--- src/rtl/drop_sequencer.sv ---
// Connect-4 drop sequencer: owns the board (heights, owners, move count) and drives
// renderer draw/erase transactions for one piece drop. Falling animation: DROP_ANIMATE_EN.
module drop_sequencer #(
    parameter int COLS = 7,
    parameter int ROWS = 6,
    parameter int CELL = 16,
    parameter int X0   = 8,
    parameter int Y0   = 8
) (
    input  logic       clk,
    input  logic       resetn,
    input  logic       req,
    input  logic [2:0] column,
    input  logic [1:0] player,
    output logic       col_ok,
    output logic       busy,
    output logic       done,
    output logic       reject,
    output logic       draw,
    output logic [7:0] draw_x,
    output logic [6:0] draw_y,
    output logic [2:0] colour,
    input  logic       draw_done,
    input  logic [2:0] rd_col,
    input  logic [2:0] rd_row,
    output logic [1:0] rd_owner,
    output logic       board_full,
    output logic [5:0] moves
);

    typedef enum logic [2:0] {
        ST_IDLE   = 3'd0,
        ST_DRAW   = 3'd1,
        ST_GAP_D  = 3'd2,
        ST_ERASE  = 3'd3,
        ST_GAP_E  = 3'd4,
        ST_COMMIT = 3'd5
    } state_t;

    localparam logic [3:0] COLS_W    = 4'(COLS);
    localparam logic [2:0] ROWS_W    = 3'(ROWS);
    localparam logic [5:0] MAX_MOVES = 6'(COLS * ROWS);
`ifdef DROP_ANIMATE_EN
    localparam logic [2:0] TOP_ROW   = 3'(ROWS - 1);
`endif

    state_t      state_r, state_s;
    logic [2:0]  col_r, col_s;
    logic [1:0]  player_r, player_s;
    logic [2:0]  target_r, target_s;
    logic [2:0]  row_r, row_s;
    logic [2:0]  height_r [COLS];
    logic [1:0]  owner_r  [COLS][ROWS];
    logic [5:0]  moves_r;
    logic        busy_r, done_r, reject_r, draw_r;
    logic        busy_s, done_s, reject_s, draw_s;
    logic [7:0]  draw_x_r, draw_x_s;
    logic [6:0]  draw_y_r, draw_y_s;
    logic [2:0]  colour_r, colour_s;
    logic        col_ok_s, legal_s, full_s;
    logic [1:0]  rd_owner_s;

    function automatic logic [7:0] x_of(input logic [2:0] c);
        x_of = 8'(X0 + int'(c) * CELL);
    endfunction

    function automatic logic [6:0] y_of(input logic [2:0] r);
        y_of = 7'(Y0 + (ROWS - 1 - int'(r)) * CELL);
    endfunction

    // Column validity and request legality seen by the game FSM
    always_comb begin
        col_ok_s = 1'b0;
        if ({1'b0, column} < COLS_W) begin
            col_ok_s = (height_r[column] < ROWS_W);
        end else begin
            col_ok_s = 1'b0;
        end
        legal_s = col_ok_s && ((player == 2'd1) || (player == 2'd2));
    end

    // Board read port and full-board detection
    always_comb begin
        rd_owner_s = 2'd0;
        if (({1'b0, rd_col} < COLS_W) && (rd_row < ROWS_W)) begin
            rd_owner_s = owner_r[rd_col][rd_row];
        end else begin
            rd_owner_s = 2'd0;
        end
        full_s = 1'b1;
        for (int c = 0; c < COLS; c++) begin
            if (height_r[c] != ROWS_W) begin
                full_s = 1'b0;
            end else begin
                full_s = full_s;
            end
        end
    end

    // FSM state register
    always_ff @(posedge clk) begin
        if (!resetn) begin
            state_r <= ST_IDLE;
        end else begin
            state_r <= state_s;
        end
    end

    // FSM next state and drop context (column, player, target, current row)
    always_comb begin
        state_s  = state_r;
        col_s    = col_r;
        player_s = player_r;
        target_s = target_r;
        row_s    = row_r;
        case (state_r)
            ST_IDLE: begin
                if (req && legal_s) begin
                    state_s  = ST_DRAW;
                    col_s    = column;
                    player_s = player;
                    target_s = height_r[column];
`ifdef DROP_ANIMATE_EN
                    row_s    = TOP_ROW;
`else
                    row_s    = height_r[column];
`endif
                end else begin
                    state_s = ST_IDLE;
                end
            end
            ST_DRAW: begin
                if (draw_done) state_s = ST_GAP_D;
                else           state_s = ST_DRAW;
            end
            ST_GAP_D: begin
                if (row_r == target_r) state_s = ST_COMMIT;
                else                   state_s = ST_ERASE;
            end
            ST_ERASE: begin
                if (draw_done) state_s = ST_GAP_E;
                else           state_s = ST_ERASE;
            end
            ST_GAP_E: begin
                state_s = ST_DRAW;
                row_s   = row_r - 3'd1;
            end
            ST_COMMIT: state_s = ST_IDLE;
            default:   state_s = ST_IDLE;
        endcase
    end

    // Output decode: registered outputs are computed from the upcoming state
    always_comb begin
        busy_s   = (state_s != ST_IDLE);
        done_s   = (state_s == ST_COMMIT);
        reject_s = (state_r == ST_IDLE) && req && !legal_s;
        draw_s   = (state_s == ST_DRAW) || (state_s == ST_ERASE);
        draw_x_s = draw_x_r;
        draw_y_s = draw_y_r;
        colour_s = colour_r;
        case (state_s)
            ST_DRAW: begin
                draw_x_s = x_of(col_s);
                draw_y_s = y_of(row_s);
                colour_s = (player_s == 2'd2) ? 3'b110 : 3'b100;
            end
            ST_ERASE: begin
                draw_x_s = x_of(col_s);
                draw_y_s = y_of(row_s);
                colour_s = 3'b000;
            end
            default: begin
                draw_x_s = draw_x_r;
                draw_y_s = draw_y_r;
                colour_s = colour_r;
            end
        endcase
    end

    // Drop context, output registers and board commit
    always_ff @(posedge clk) begin
        if (!resetn) begin
            col_r    <= 3'd0;
            player_r <= 2'd0;
            target_r <= 3'd0;
            row_r    <= 3'd0;
            moves_r  <= 6'd0;
            busy_r   <= 1'b0;
            done_r   <= 1'b0;
            reject_r <= 1'b0;
            draw_r   <= 1'b0;
            draw_x_r <= 8'd0;
            draw_y_r <= 7'd0;
            colour_r <= 3'd0;
            for (int c = 0; c < COLS; c++) begin
                height_r[c] <= 3'd0;
                for (int r = 0; r < ROWS; r++) begin
                    owner_r[c][r] <= 2'd0;
                end
            end
        end else begin
            col_r    <= col_s;
            player_r <= player_s;
            target_r <= target_s;
            row_r    <= row_s;
            busy_r   <= busy_s;
            done_r   <= done_s;
            reject_r <= reject_s;
            draw_r   <= draw_s;
            draw_x_r <= draw_x_s;
            draw_y_r <= draw_y_s;
            colour_r <= colour_s;
            if ((state_r == ST_COMMIT) && (height_r[col_r] < ROWS_W)) begin
                owner_r[col_r][target_r] <= player_r;
                height_r[col_r]          <= height_r[col_r] + 3'd1;
                if (moves_r < MAX_MOVES) moves_r <= moves_r + 6'd1;
                else                     moves_r <= moves_r;
            end else begin
                moves_r <= moves_r;
            end
        end
    end

    assign col_ok     = col_ok_s;
    assign rd_owner   = rd_owner_s;
    assign board_full = full_s;
    assign busy       = busy_r;
    assign done       = done_r;
    assign reject     = reject_r;
    assign draw       = draw_r;
    assign draw_x     = draw_x_r;
    assign draw_y     = draw_y_r;
    assign colour     = colour_r;
    assign moves      = moves_r;

endmodule

--- config.mk ---
export PLATFORM = sky130hd
export DESIGN_NAME = drop_sequencer
export DESIGN_NICKNAME = d
export VERILOG_FILES = /design/src/rtl/drop_sequencer.sv
export SDC_FILE = /design/constraint.sdc
export NUM_CORES = 1
export LEC_CHECK = 0
export CORE_MARGIN = 2
export CORE_UTILIZATION = 54
export CTS_CLUSTER_SIZE = 25
export DETAILED_ROUTE_END_ITERATION = 12
export PLACE_DENSITY = 0.72
export SLEW_MARGIN = 20
export SYNTH_ARGS = -nofsm -noshare
export SYNTH_HDL_FRONTEND = slang
export SYNTH_SLANG_ARGS = --single-unit
--- constraint.sdc ---
create_clock -name clk -period 4 [get_ports clk]
set_input_delay 1 -clock clk [delete_from_list [all_inputs] [get_ports clk]]
set_output_delay 1 -clock clk [all_outputs]
set_load 0.05 [all_outputs]
# Word level (Yosys, flattened, before mapping)
# Memories as Yosys holds them, arrays and structs flattened. A register that Yosys moved wholly into a read port is not among the register bits.
# Cells that the tools add are included.
# op_classes
n_addsub	6
magnitude_cmp	9
eq_ne	19
muxes	39
n_bitwise	2
n_reduce_logical	18
# op_table
operator	count
12-bit 2-to-1 mux	3
3-bit 2-to-1 mux	9
3-bit != test (second input constant)	7
2-bit 2-to-1 mux	8
3-bit less-than comparator (second input constant)	5
3-bit case mux with 5 select lines	1
1-bit 2-to-1 mux	14
3-bit case mux with 2 select lines	2
12-bit OR reduction	1
3-bit by 2-bit equality test with 1-bit output (second input constant)	3
3-bit equality test (second input constant)	3
4-bit by 7-bit adder with 8-bit output (first input constant)	1
4-bit greater-or-equal comparator (second input constant)	2
3-bit inverter with 4-bit output	2
5-bit by 7-bit adder with 7-bit output (first input constant)	1
1-bit logical AND	7
6-bit by 1-bit adder with 6-bit output (second input constant)	1
2-bit binary-select mux with 3-bit select	1
2-bit demux with 3-bit select	1
3-bit by 1-bit equality test with 1-bit output (second input constant)	2
6-bit less-than comparator (second input constant)	1
2-bit equality test (second input constant)	2
4-bit by 1-bit less-than comparator with 1-bit output (second input constant)	1
2-bit AND reduction	2
12 further kinds	13
# word_totals
regBits	42
ram_bits	105
input_bits	15
elab_cells	108
memories	2
# memory_table
name	words	width	rd	rd_clocked_by_memory_dff	wr	line_no	text
owner_r	7	12	1	0	7	53	logic [1:0] owner_r [COLS][ROWS];
height_r	7	3	9	1	7	52	logic [2:0] height_r [COLS];

# Logic depth before layout (Yosys ltp)
# An unclocked memory read counts as a cell.
# depth
ltp_word	10
depth_mapped	11

# Worst setup path before layout
# OpenSTA, ideal clock, no wires.
# synth_timing
kind	input to output
startpoint	input port rd_col[1]
endpoint	output port rd_owner[0]
arrival_ps	3370
slack_ps	-370
stages	7
path_buffers	2
cell_sequence	clkbuf_1 -> clkbuf_1 -> mux4_2 -> mux4_2 -> nor2b_1 -> a211oi_1 -> a211oi_1
# synth_between
elab_chain_cells	5
word_cells_on_any_way	7
classes_between	1 x order compare; 4 x mux; 1 x reduce/logical; 1 x memory
# synth_rtl
element	line_no	text
start, declared	24	input logic [2:0] rd_col,
memory 7 x 12 bit	n/a	
2-bit binary-select mux with 3-bit select	86	rd_owner_s = owner_r[rd_col][rd_row];
2-bit 2-to-1 mux (implied by the code) (2 in series)	86	
2-bit 2-to-1 mux *	85	if (({1'b0, rd_col} < COLS_W) && (rd_row < ROWS_W)) begin
end, declared	26	output logic [1:0] rd_owner,
# Every way passes the cells marked *; elsewhere a longest branch is shown, timed or not. The select of a mux whose other input is x is not followed.

# Final worst setup path
# Ends and elaborated chain as after synthesis.

==> flow_metrics.tcl <==
set metrics [dict create \
    status "completed" \
    worstPathArrival_ps 2900 \
    fin_crit_sh 0.976 \
    layout_common_cells "edfxtp_1, nor2_1, nor3_1" \
    cts-root-buf "clkbuf_16" \
    drt-vias-per-instance 6.37 \
    dp.cells 834 \
    clock_latency_ps 430 \
    ys.flop_type "edfxtp_1" \
    final_util 0.632 \
    drive_gt1_frac 0.179 \
    hold_viol_final 0 \
    fillers 1052 \
    cts_hold_buf 0 \
    syn2layout_area_growth_pct 14.5 \
    ys_seq_elements 153 \
    grt_max_degree 62 \
    rsz0062_at_grt "no" \
    async_flop_share 0 \
    grt_pass1_vias 5491 \
    fmax_ghz 0.256 \
    wire_per_inst_um 22.3 \
    yosysWarnings 0 \
    r2r-start "col_r[0]$_SDFF_PN0_" \
    die_y_um 123 \
    power.leakage_nw 2.90 \
    post-cts-setup-buffers 0 \
    ir_worst_vdd_mv 0.283 \
    antenna_left 0 \
    ff_latch_area_um2 4230 \
    groute.usage.overall 0.276 \
    syn_area_per_cell_um2 11.7 \
    place_area_um2 8140 \
    tightest_slew_ps 721 \
    rows 43 \
    globalplace.congestion 0.915 \
    critPathSlowestCell "mux4_2" \
    crit_family "multiplexers" \
    cts_buffer_depth 2 \
    setup_ws_ps 95.2 \
    dp_hpwl_um 13400 \
    hp-start "draw_y[5]$_SDFFE_PN0P_" \
    worst_setup_path_start_kind "input port" \
    vias 5519 \
    grt_antenna_before_repair 0 \
    clkSinkCount 153 \
    maxCapViolCount 0 \
    layout.nets 692 \
    setup_viol_count_final 0 \
    cts_tree "yes" \
    finalPower_w 0.00385 \
    syn_area_um2 7630 \
    numCtsBuffers 17 \
    cp_slowest_stage_delay_ps 490 \
    slew_violations 0 \
    firstDrtPassIters 5 \
    final_common_cell "edfxtp_1" \
    multi_input_area_um2 3080 \
    grt_overflow 0 \
    io_buffers 38 \
    die_area_um2 15100 \
    syn_inst 650 \
    num_antenna_cells 0 \
    wl_um 19300 \
    synth_edf_count 117 \
    relSlewSlack 0.518 \
    ys_types 61 \
    grt_pass1_wl_um 30600 \
    ys_seq_area_frac 0.555 \
    path_cells "dlygate4sd2_1 > bufbuf_16 > mux4_2 > mux4_2 > a211oi_2 > a211oi_2 > buf_4" \
    worstSetupPathType "in -> out" \
    period_needed_ps 3900 \
    finalInstanceArea_um2 8730 \
    layout.cells.non_filler 867 \
    htreeDepth 4 \
    drc_errors 0 \
    hp-class "reg -> reg" \
    post-place-ws_ps -191 \
    cp.required_ps 3000 \
    die_w_um 123 \
    initial_core_util 0.552 \
    crit_start "rd_col[1]" \
    finClkSkew_ps 8.92 \
    crit_path_max_fanout 9 \
    powerDensity_nw_per_um2 441 \
    worst-path-buf-inv 3 \
    crit_path_end_kind "primary output" \
    core_um2 13800 \
    clkSlewWorstSetupHoldPaths_ps 60 \
    ios 47 \
    drt_iter0_drc 611 \
]
tightest hold or removal path, delay by kind of cell (launching register included):
kind	cells	cell delay, ps
compound gates	1	50
simple gates	1	50
flops	1	310
area by class of cell:
cell class	instances	share of cell area
inverters	14	0.00602
clock inverters	15	0.0145
multi-input cells	428	0.353
clock buffers	17	0.0487
flip-flops and latches	153	0.485
well taps	180	0.0258
repair buffers	60	0.0678
cells by family (layout without fill, tap and decap cells):
group | after synthesis | count (layout) | synth area share
buffers and inverters | 76 | 106 | 0.0471
DFF | 153 | 153 | 0.555
xor gates and xnor gates | 9 | 9 | 0.0103
other | 1 | 8 | 0.000492
AOI/OAI and AO/OA | 111 | 111 | 0.0961
and+or+nand+nor | 244 | 244 | 0.152
adders and majority gates | 3 | 3 | 0.00492
muxes | 53 | 53 | 0.134
through the flow:
stage	hold WS, ps	setup TNS, ps
global placement	447	-196
detailed placement	453	-331
global route	493	0
CTS	462	0
floorplan	452	-22.8
finish	464	0
path summary, 6_finish.rpt:
kind	slack (ps)	cells past startpoint	to
setup / recovery	100	7	rd_owner[0]
hold / removal	460	2	draw_y[5]$_SDFFE_PN0P_
setup reg to reg	690	8	height_r[3][2]$_SDFFCE_PN0P_
hold reg to reg	460	2	draw_y[5]$_SDFFE_PN0P_
per-layer routing:
metal	up-vias	global-route usage	part of all wire
li1	2457	-	-
met1	2693	0.373	0.39
met2	326	0.438	0.48
met3	43	0.0641	0.10
met4	0	0.0999	0.028
met5	-	0	0
synthesized netlist by cell type, drive strengths merged (8+ instances only):
| master | n | area (um2) |
|---|---|---|
| edfxtp | 117 | 3510 |
| nor2 | 105 | 394 |
| o21ai | 49 | 268 |
| nor3 | 43 | 215 |
| mux4 | 38 | 856 |
| dfxtp | 36 | 721 |
| clkbuf | 33 | 124 |
| nand2 | 31 | 116 |
| buf | 29 | 183 |
| a21oi | 25 | 148 |
| nand3 | 21 | 115 |
| inv | 13 | 48.8 |
| mux2i | 9 | 90.1 |
| nand4 | 9 | 86.3 |
| a211oi | 8 | 60.1 |
report_power, final:
group          leakage, nW  switching (W)  internal [W]  total (W)
Clock                0.259       0.000659      0.000854    0.00151
Combinational         1.15       0.000311      0.000200   0.000510
Sequential            1.49      0.0000581       0.00177    0.00183
flip-flops by register name (all words and copies together), names as in the netlist:
register / flops
colour: 2
done: 1
draw_x: 4
height_r: 24
player_r: 2
target_r: 3
moves: 6
reject: 1
row_r: 3
state_r: 3
busy: 1
draw: 1
col_r: 3
draw_y: 3
owner_r: 96
timing repair:
| action | 4_1_cts | 5_1_grt |
|---|---|---|
| endpoints found under the setup margin | 2 | 1 |
| pin swaps | 1 | 0 |
| gates resized for setup | 3 | 1 |
| cloned | 1 | 0 |
(Power assumes the default switching activity.)
